===== config.mk =====
export PLATFORM = sky130hd
export DESIGN_NAME = apb_master_bridge
export DESIGN_NICKNAME = d
export VERILOG_FILES = /design/src/rtl/apb_master_bridge.sv
export SDC_FILE = /design/constraint.sdc
export NUM_CORES = 1
export LEC_CHECK = 0
export ABC_AREA = 1
export CAP_MARGIN = 20
export CORE_MARGIN = 2
export CORE_UTILIZATION = 37
export DETAILED_ROUTE_END_ITERATION = 7
export PLACE_DENSITY = 0.81
export SYNTH_ARGS = -nofsm -noshare
export SYNTH_HDL_FRONTEND = slang
export SYNTH_SLANG_ARGS = --single-unit

===== constraint.sdc =====
create_clock -name pclk -period 1.35 [get_ports pclk]
set_input_delay 0.2025 -clock pclk [delete_from_list [all_inputs] [get_ports pclk]]
set_output_delay 0.2025 -clock pclk [all_outputs]
set_load 0.03 [all_outputs]

===== src/rtl/apb_master_bridge.sv =====
// Bridges a single-outstanding core load/store request onto APB-style setup/access
// transfers, returning read data and error (slave perr or access timeout) as a one-cycle pulse.
module apb_master_bridge #(
   parameter int unsigned ADDR_WIDTH = 32,
   parameter int unsigned DATA_WIDTH = 32,
   parameter int unsigned TIMEOUT    = 255
) (
   input  logic                  pclk,
   input  logic                  presetn,
   input  logic                  req_valid,
   output logic                  req_ready,
   input  logic                  req_write,
   input  logic [ADDR_WIDTH-1:0] req_addr,
   input  logic [DATA_WIDTH-1:0] req_wdata,
   input  logic [3:0]            req_wstrb,
   output logic                  rsp_valid,
   output logic [DATA_WIDTH-1:0] rsp_rdata,
   output logic                  rsp_err,
   output logic [ADDR_WIDTH-1:0] paddr,
   output logic [DATA_WIDTH-1:0] pdata,
   input  logic [DATA_WIDTH-1:0] prdata,
   output logic                  psel,
   output logic                  penable,
   output logic                  pwrite,
   output logic [3:0]            pstb,
   input  logic                  ready,
   input  logic                  perr
);

   localparam int unsigned       CW       = $clog2(TIMEOUT + 1);
   localparam logic [CW-1:0]     CNT_LAST = CW'(TIMEOUT - 1);

   typedef enum logic [1:0] {
      IDLE,
      SETUP,
      ACCESS
   } state_t;

   state_t                  r_state;
   logic [CW-1:0]           r_cnt;
   logic                    r_psel;
   logic                    r_penable;
   logic                    r_pwrite;
   logic [ADDR_WIDTH-1:0]   r_paddr;
   logic [DATA_WIDTH-1:0]   r_pdata;
   logic [3:0]              r_pstb;
   logic                    r_rsp_valid;
   logic                    r_rsp_err;
   logic [DATA_WIDTH-1:0]   r_rsp_rdata;

   // presetn gates req_ready so no request is acknowledged while reset is asserted
   assign req_ready = (r_state == IDLE) && presetn;

   assign psel      = r_psel;
   assign penable   = r_penable;
   assign pwrite    = r_pwrite;
   assign paddr     = r_paddr;
   assign pdata     = r_pdata;
   assign pstb      = r_pstb;
   assign rsp_valid = r_rsp_valid;
   assign rsp_err   = r_rsp_err;
   assign rsp_rdata = r_rsp_rdata;

   always_ff @(posedge pclk or negedge presetn) begin
      if (!presetn) begin
         r_state     <= IDLE;
         r_cnt       <= '0;
         r_psel      <= 1'b0;
         r_penable   <= 1'b0;
         r_pwrite    <= 1'b0;
         r_paddr     <= '0;
         r_pdata     <= '0;
         r_pstb      <= '0;
         r_rsp_valid <= 1'b0;
         r_rsp_err   <= 1'b0;
         r_rsp_rdata <= '0;
      end else begin
         r_rsp_valid <= 1'b0;
         case (r_state)
            IDLE: begin
               if (req_valid) begin
                  r_paddr   <= req_addr;
                  r_pdata   <= req_wdata;
                  r_pstb    <= req_wstrb;
                  r_pwrite  <= req_write;
                  r_psel    <= 1'b1;
                  r_penable <= 1'b0;
                  r_state   <= SETUP;
               end
            end
            SETUP: begin
               r_penable <= 1'b1;
               r_cnt     <= '0;
               r_state   <= ACCESS;
            end
            ACCESS: begin
               if (ready) begin
                  r_rsp_rdata <= r_pwrite ? '0 : prdata;
                  r_rsp_err   <= perr;
                  r_rsp_valid <= 1'b1;
                  r_psel      <= 1'b0;
                  r_penable   <= 1'b0;
                  r_state     <= IDLE;
               end else if (r_cnt == CNT_LAST) begin
                  r_rsp_rdata <= '0;
                  r_rsp_err   <= 1'b1;
                  r_rsp_valid <= 1'b1;
                  r_psel      <= 1'b0;
                  r_penable   <= 1'b0;
                  r_state     <= IDLE;
               end else begin
                  r_cnt <= r_cnt + CW'(1);
               end
            end
            default: begin
               r_psel    <= 1'b0;
               r_penable <= 1'b0;
               r_state   <= IDLE;
            end
         endcase
      end
   end

endmodule

## Yosys cells after proc, flatten, opt, wreduce, memory -nomap -nowiden

Cells that the tools add are included.

- $add $sub $neg: 1
- $mul: 0
- Divide/modulo/power cells: 0
- Order comparisons: 0
- Equality and inequality tests: 7
- Shift-type cells: 0
- Muxes and demuxes: 21
- Bitwise operators: 1
- Reductions and logical operators: 9

Operator list:

| operator | number |
|---|---|
| 2-to-1 mux 32 bit | 3 |
| 2-to-1 mux 8 bit | 2 |
| case mux 8 bit (2 select lines) | 1 |
| 2-to-1 mux 1 bit | 9 |
| adder 8 x 1 -> 8 bit, second input constant | 1 |
| == test 8 bit, second input constant | 1 |
| 2-to-1 mux 2 bit | 3 |
| inequality test 2 bit, second input constant | 3 |
| case mux 1 bit (3 select lines) | 2 |
| case mux 2 bit (3 select lines) | 1 |
| AND reduction 2 bit | 3 |
| AND reduction 3 bit | 2 |
| nonzero test 2 bit | 2 |
| inequality test 3 bit, second input constant | 1 |
| == test 2 x 1 -> 1 bit, second input constant | 1 |
| == test 2 bit, second input constant | 1 |
| logical NOT 2 bit | 1 |
| logical AND 1 bit | 1 |
| inverter 1 bit | 1 |

- Register bits: 115
- Latch bits: 0
- Bits in writable memories: 0
- Bits in read-only memories: 0
- Input port bits: 106
- Output and inout bits: 106
- Logic and storage cells: 50
- Memories kept: 0

## Logic depth before layout (Yosys ltp)

Gate-level depths: netlist (run 1).

- Depth after elaboration: 4
- Gate-level depth with buffers: 10
- Mapped depth without buffers: 10

## Least setup slack after synthesis (run 1)

Ideal clock, no wire load.

- Path kind: register to register
- From: reg r_state[1]
- To: reg r_pdata[20], in the netlist pdata[20]
- Library setup time: 118 ps
- Data arrival time: 1,308 ps
- Path slack: -76 ps
- Cell stages (with the launch flop): 9
- Clock period less this slack: 1,426 ps
- Cell sequence: dfrtp_1 nor2_1 inv_2 nor2_4 inv_2 buf_6 buf_6 nand2_1 nand2_1

- Longest elaborated chain between the ends: 2

Ends and longest elaborated chain:

| element | RTL line | text |
|---|---|---|
| start: declaration | 39 | `state_t r_state;` |
| start signal: assignment | 66 | `r_state <= IDLE;` |
| start signal: assignment | 88 | `r_state <= SETUP;` |
| start signal: assignment | 94 | `r_state <= ACCESS;` |
| logical NOT 2 bit | 79 | `case (r_state)` |
| AND reduction 2 bit (no source line) | -- |  |
| end signal: assignment | 83 | `r_pdata <= req_wdata;` |
| end: declaration | 45 | `logic [DATA_WIDTH-1:0] r_pdata;` |

Every way passes these cells.
A chain may end at the register's enable or synchronous reset.

## Worst setup path after layout (run 1)

- From: reg r_state[0]
- To: out req_ready

- Longest elaborated chain between the ends: 2

Ends and longest elaborated chain:

| element | RTL line | text |
|---|---|---|
| logical NOT 2 bit | 52 | `assign req_ready = (r_state == IDLE) && presetn;` |
| logical AND 1 bit | 52 |  |
| end: declaration | 11 | `output logic req_ready,` |

Every way passes these cells.

==> results of run 1 <==
## routing by layer
metal,share of wire [%],vias to the layer above,wire [µm]
li1,-,2078,-
met3,9.4,21,1408
met2,49,220,7382
met1,39,2042,5825
met4,2.1,0,309
met5,0,-,0
## flip-flops by register name (all words and copies together), names as in the netlist
| name | count |
|---|---|
| paddr | 32 |
| pdata | 32 |
| rsp_rdata | 32 |
| r_cnt | 8 |
| pstb | 4 |
| r_state | 2 |
| psel | 1 |
| pwrite | 1 |
| rsp_err | 1 |
| rsp_valid | 1 |
## layout by cell type (no fill, tap or decap), types with 2 or more instances in the layout
cell type                         netlist  final
sky130_fd_sc_hd__buf_12                 0     13
sky130_fd_sc_hd__buf_2                 11      2
sky130_fd_sc_hd__buf_4                  1     11
sky130_fd_sc_hd__buf_6                  2      7
sky130_fd_sc_hd__buf_8                  0      2
sky130_fd_sc_hd__bufinv_16              0      2
sky130_fd_sc_hd__clkbuf_16              0     25
sky130_fd_sc_hd__clkbuf_2               0     57
sky130_fd_sc_hd__clkdlybuf4s15_1        0      3
sky130_fd_sc_hd__clkdlybuf4s15_2        0     42
sky130_fd_sc_hd__clkdlybuf4s50_1        0    104
sky130_fd_sc_hd__clkinv_4               0      5
sky130_fd_sc_hd__clkinvlp_4             0      6
sky130_fd_sc_hd__dfrtp_1              114    113
sky130_fd_sc_hd__inv_1                 12      9
sky130_fd_sc_hd__inv_2                  2      4
sky130_fd_sc_hd__nand2_1              293    232
sky130_fd_sc_hd__nand2_2                1     49
sky130_fd_sc_hd__nand2_4                0     12
sky130_fd_sc_hd__nand3_1               43     42
sky130_fd_sc_hd__nor2_1                12      7
sky130_fd_sc_hd__nor2_2                 0      3
sky130_fd_sc_hd__nor2_4                 1      3
sky130_fd_sc_hd__o21ai_1                0      6
sky130_fd_sc_hd__xor2_1                 3      3
## area by class of cell
class	instances	share of cell area, %
repair buffers	250	31.53
well taps	147	2.318
clock buffers	17	5.362
flip-flops and latches	114	35.97
multi-input cells	363	21.95
clock inverters	15	2.050
inverters	14	0.8201
## power groups by stage
stage / Sequential (µW) / Clock, µW / Combinational, µW
CTS: 5840 / 4450 / 9020
detailed placement: 5860 / 0 / 9510
floorplan: 8780 / 0 / 2180
finish: 5990 / 4350 / 9980
global route: 6150 / 4670 / 10600
global placement: 5790 / 0 / 9350
## through the flow
stage	utilization (%)	TNS (ns)	total power [µW]	instance area, µm²	hold WS, ns
2_1_floorplan	-	0	10960	4537	-0.09309
3_3_place_gp	57.65	-3.599	15140	6895	0.3446
3_5_place_dp	57.65	-5.735	15370	6895	0.3562
4_1_cts	63.36	-2.556	19310	7579	0.3172
5_1_grt	66.33	-10.77	21440	7934	0.3334
6_report	66.33	-4.347	20320	7934	0.3299
## cell families after synthesis
family / after synthesis / share of synthesized area, %
AO/OA/AOI/OAI: 7 / 0.8281
flip-flops: 114 / 62.93
adder cells (fa/ha/maj): 2 / 0.5519
buffers and inverters: 38 / 4.527
AND/OR/NAND/NOR: 350 / 30.39
XOR/XNOR: 4 / 0.7730
## repair_timing
action	in CTS	in global routing
gates cloned	0	16
hold endpoints to repair	114	0
setup endpoints to repair	147	172
setup buffers	2	4
hold buffers	1	0
pin swaps	1	19
resized for setup	261	161
## path summary, 6_finish.rpt
kind | to | cells past startpoint | slack [ns]
max | req_ready | 4 | -0.10
min | paddr[23] | 3 | 0.33
max reg2reg | rsp_rdata[4] | 10 | -0.10
min reg2reg | pdata[10] | 2 | 0.47
max in group asynchronous | r_cnt[0] | 3 | 0.36
min in group asynchronous | r_cnt[5] | 3 | 0.46
## worst max-delay path, stage by stage (launching register included)
cell,delay (ns)
sky130_fd_sc_hd__dfrtp_1,0.40
sky130_fd_sc_hd__nor2_4,0.14
sky130_fd_sc_hd__inv_2,0.06
sky130_fd_sc_hd__nor2_2,0.11
sky130_fd_sc_hd__buf_6,0.14
==> results.txt, run 1 <==
----------------------------------------------------
[Run status]
  Run status ... finished, violations left
  Failing checks ... negative setup slack

[Worst hold path]
  Worst Hold Class ... input pin to flop
  Min-delay src ... req_addr[23]

[STA]
  Unrepaired setup endpoints after global routing ... true
  Period utilisation layout ... 107.6%
  Max frequency ... 688.3 MHz
  Clock Skew ... 0.008519 ns
  Least-Margin Pin Slew ... 0.6374 ns
  Headroom to the max-slew limit ... 57.51%
  Final slew viol count ... 0
  Setup WS post-layout ... -0.1028 ns
  Endpoints failing setup ... 102
  Clock period minus final worst setup slack ... 1.453 ns
  Hold violation total from the final report ... 0

[Layout]
  Post-synthesis to final-layout area growth ... 75.02%
  Register area ... 2854 µm²
  Number of standard cells in the final layout excluding fillers ... 920
  Number of diodes ... 0
  Nets ... 868
  Layout cells sized above 1 ... 32.34%
  Fillers ... 893
  Multi-input combinational cell area ... 1742 µm²

[Power]
  Switching power ... 8917 µW
  Power per cell area ... 2561 nW/µm²
  Combinational share of power ... 49.1%
  Sequential share of power ... 29.5%
  Leak ... 0.004005 µW
  Part of the total power dissipated in the clock network ... 21.4%
  Internal power consumption ... 11410 µW
  Maximum resistive drop on vdd ... 1.396 mV
  Sw Share ... 43.88%

[Clock tree]
  CTS tree ... built
  Number of buffers between clock root and the deepest sink ... 2
  H-tree depth ... 4
  Number of buffers created by CTS ... 17
  TritonCTS Sinks ... 114
  Clock network latency to the later pin of the worst-skew pair ... 0.40 ns
  Root cell of the clock tree ... sky130_fd_sc_hd__clkbuf_16
  Clock Pin Slew Worst Setup and Hold Paths ... 0.06 ns

[Placed design]
  Setup slack after placement ... -0.1194 ns
  DPL Wire Length ... 8.726 mm
  Input/output buffers ... 211
  Routability Congestion ... 0.8282
  Cell count after placement ... 865

[Global route]
  Met2 usage in global routing ... 31.72%
  Met3 track demand over resource in global routing ... 8.999%
  Via count of the first global-routing pass ... 4132
  Pin count of the biggest net entering global routing ... 115
  GRT Util Overall ... 19.46%
  Remaining global-route overflow ... 0
  Number of antenna violations at the first check in global routing ... 0
  Global-route wire length before repair ... 19.92 mm
  Met1 usage ... 23.16%
  Layer with the highest usage ... met2

[Worst setup path]
  Data required time of the critical path ... 1.15 ns
  Critical path start-end classification ... flop to output port
  Crit-path max FO ... 2
  Kind of capture point of the worst setup path ... output port
  CP Launch Point ... r_state[0]
  Worst reg2reg startpoint ... r_cnt[0]
  Arrival time reported for the critical path endpoint ... 1.25 ns
  Kind of start point of the critical path ... flop

[Yosys]
  Post-Syn Instances ... 515
  Cell area after synthesis ... 4533 µm²
  Flip-flop and latch count after synthesis ... 114
  Number of enable flip-flop cells after synthesis ... 0
  Number of warnings issued by yosys ... 0
  Sequential share of the synthesized area ... 62.93%
  Synthesized area divided by synthesized cell count ... 8.802 µm²
  Biggest area contributors in the synthesized netlist ... sky130_fd_sc_hd__dfrtp_1 (63%), sky130_fd_sc_hd__nand2_1 (24%), sky130_fd_sc_hd__nand3_1 (4.7%)
  Async set-reset flop share out of synthesis ... 100.0%
  Area share of the leading cell type in the synthesized netlist ... 62.93%
  Leading area contributor after synthesis ... sky130_fd_sc_hd__dfrtp_1
  Count of unique library cells instantiated by Yosys ... 18
  Commonest cells in the synthesized netlist ... sky130_fd_sc_hd__nand2_1 (293), sky130_fd_sc_hd__dfrtp_1 (114), sky130_fd_sc_hd__nand3_1 (43)
  Top FF cell, synth ... sky130_fd_sc_hd__dfrtp_1
  Synthesized net count ... 623
  Most frequent cell after synthesis ... sky130_fd_sc_hd__nand2_1

[Detailed routing]
  Via Count ... 4361
  Routed wire length ... 14.93 mm
  Number of detailed-routing iterations run before antenna repair ... 5
  WL per Instance ... 16.22 µm
  Antenna violation net count after detailed routing ... 0
  Number of remaining DRC errors ... 0
  Count of routing violations after the opening detailed-route iteration ... 174
  Via-to-Cell Ratio ... 4.740

[Floorplanning]
  Cell Rows ... 40
  Die Outline Area ... 13150 µm²
  Placeable core area ... 11960 µm²
  Height of the chip ... 114.7 µm
  Boundary pin count ... 212
  Initial core utilization ... 37.90%
  Floorplan die width ... 114.7 µm

[Run]
  Number of max-cap violations ... 0

----------------------------------------------------
No activity file was read; power rests on OpenSTA's default activity.
==> inputs of run 2 (changes only) <==
--- a/config.mk
+++ b/config.mk
@@ -6,9 +6,11 @@
 export NUM_CORES = 1
 export LEC_CHECK = 0
 export ABC_AREA = 1
+export ABC_CLOCK_PERIOD_IN_PS = 1350
 export CAP_MARGIN = 20
 export CORE_MARGIN = 2
 export CORE_UTILIZATION = 37
+export CTS_CLUSTER_DIAMETER = 200
 export DETAILED_ROUTE_END_ITERATION = 7
 export PLACE_DENSITY = 0.81
 export SYNTH_ARGS = -nofsm -noshare
==> results of run 2 <==
Final layout, timing and power as in run 1 (identical DEF).
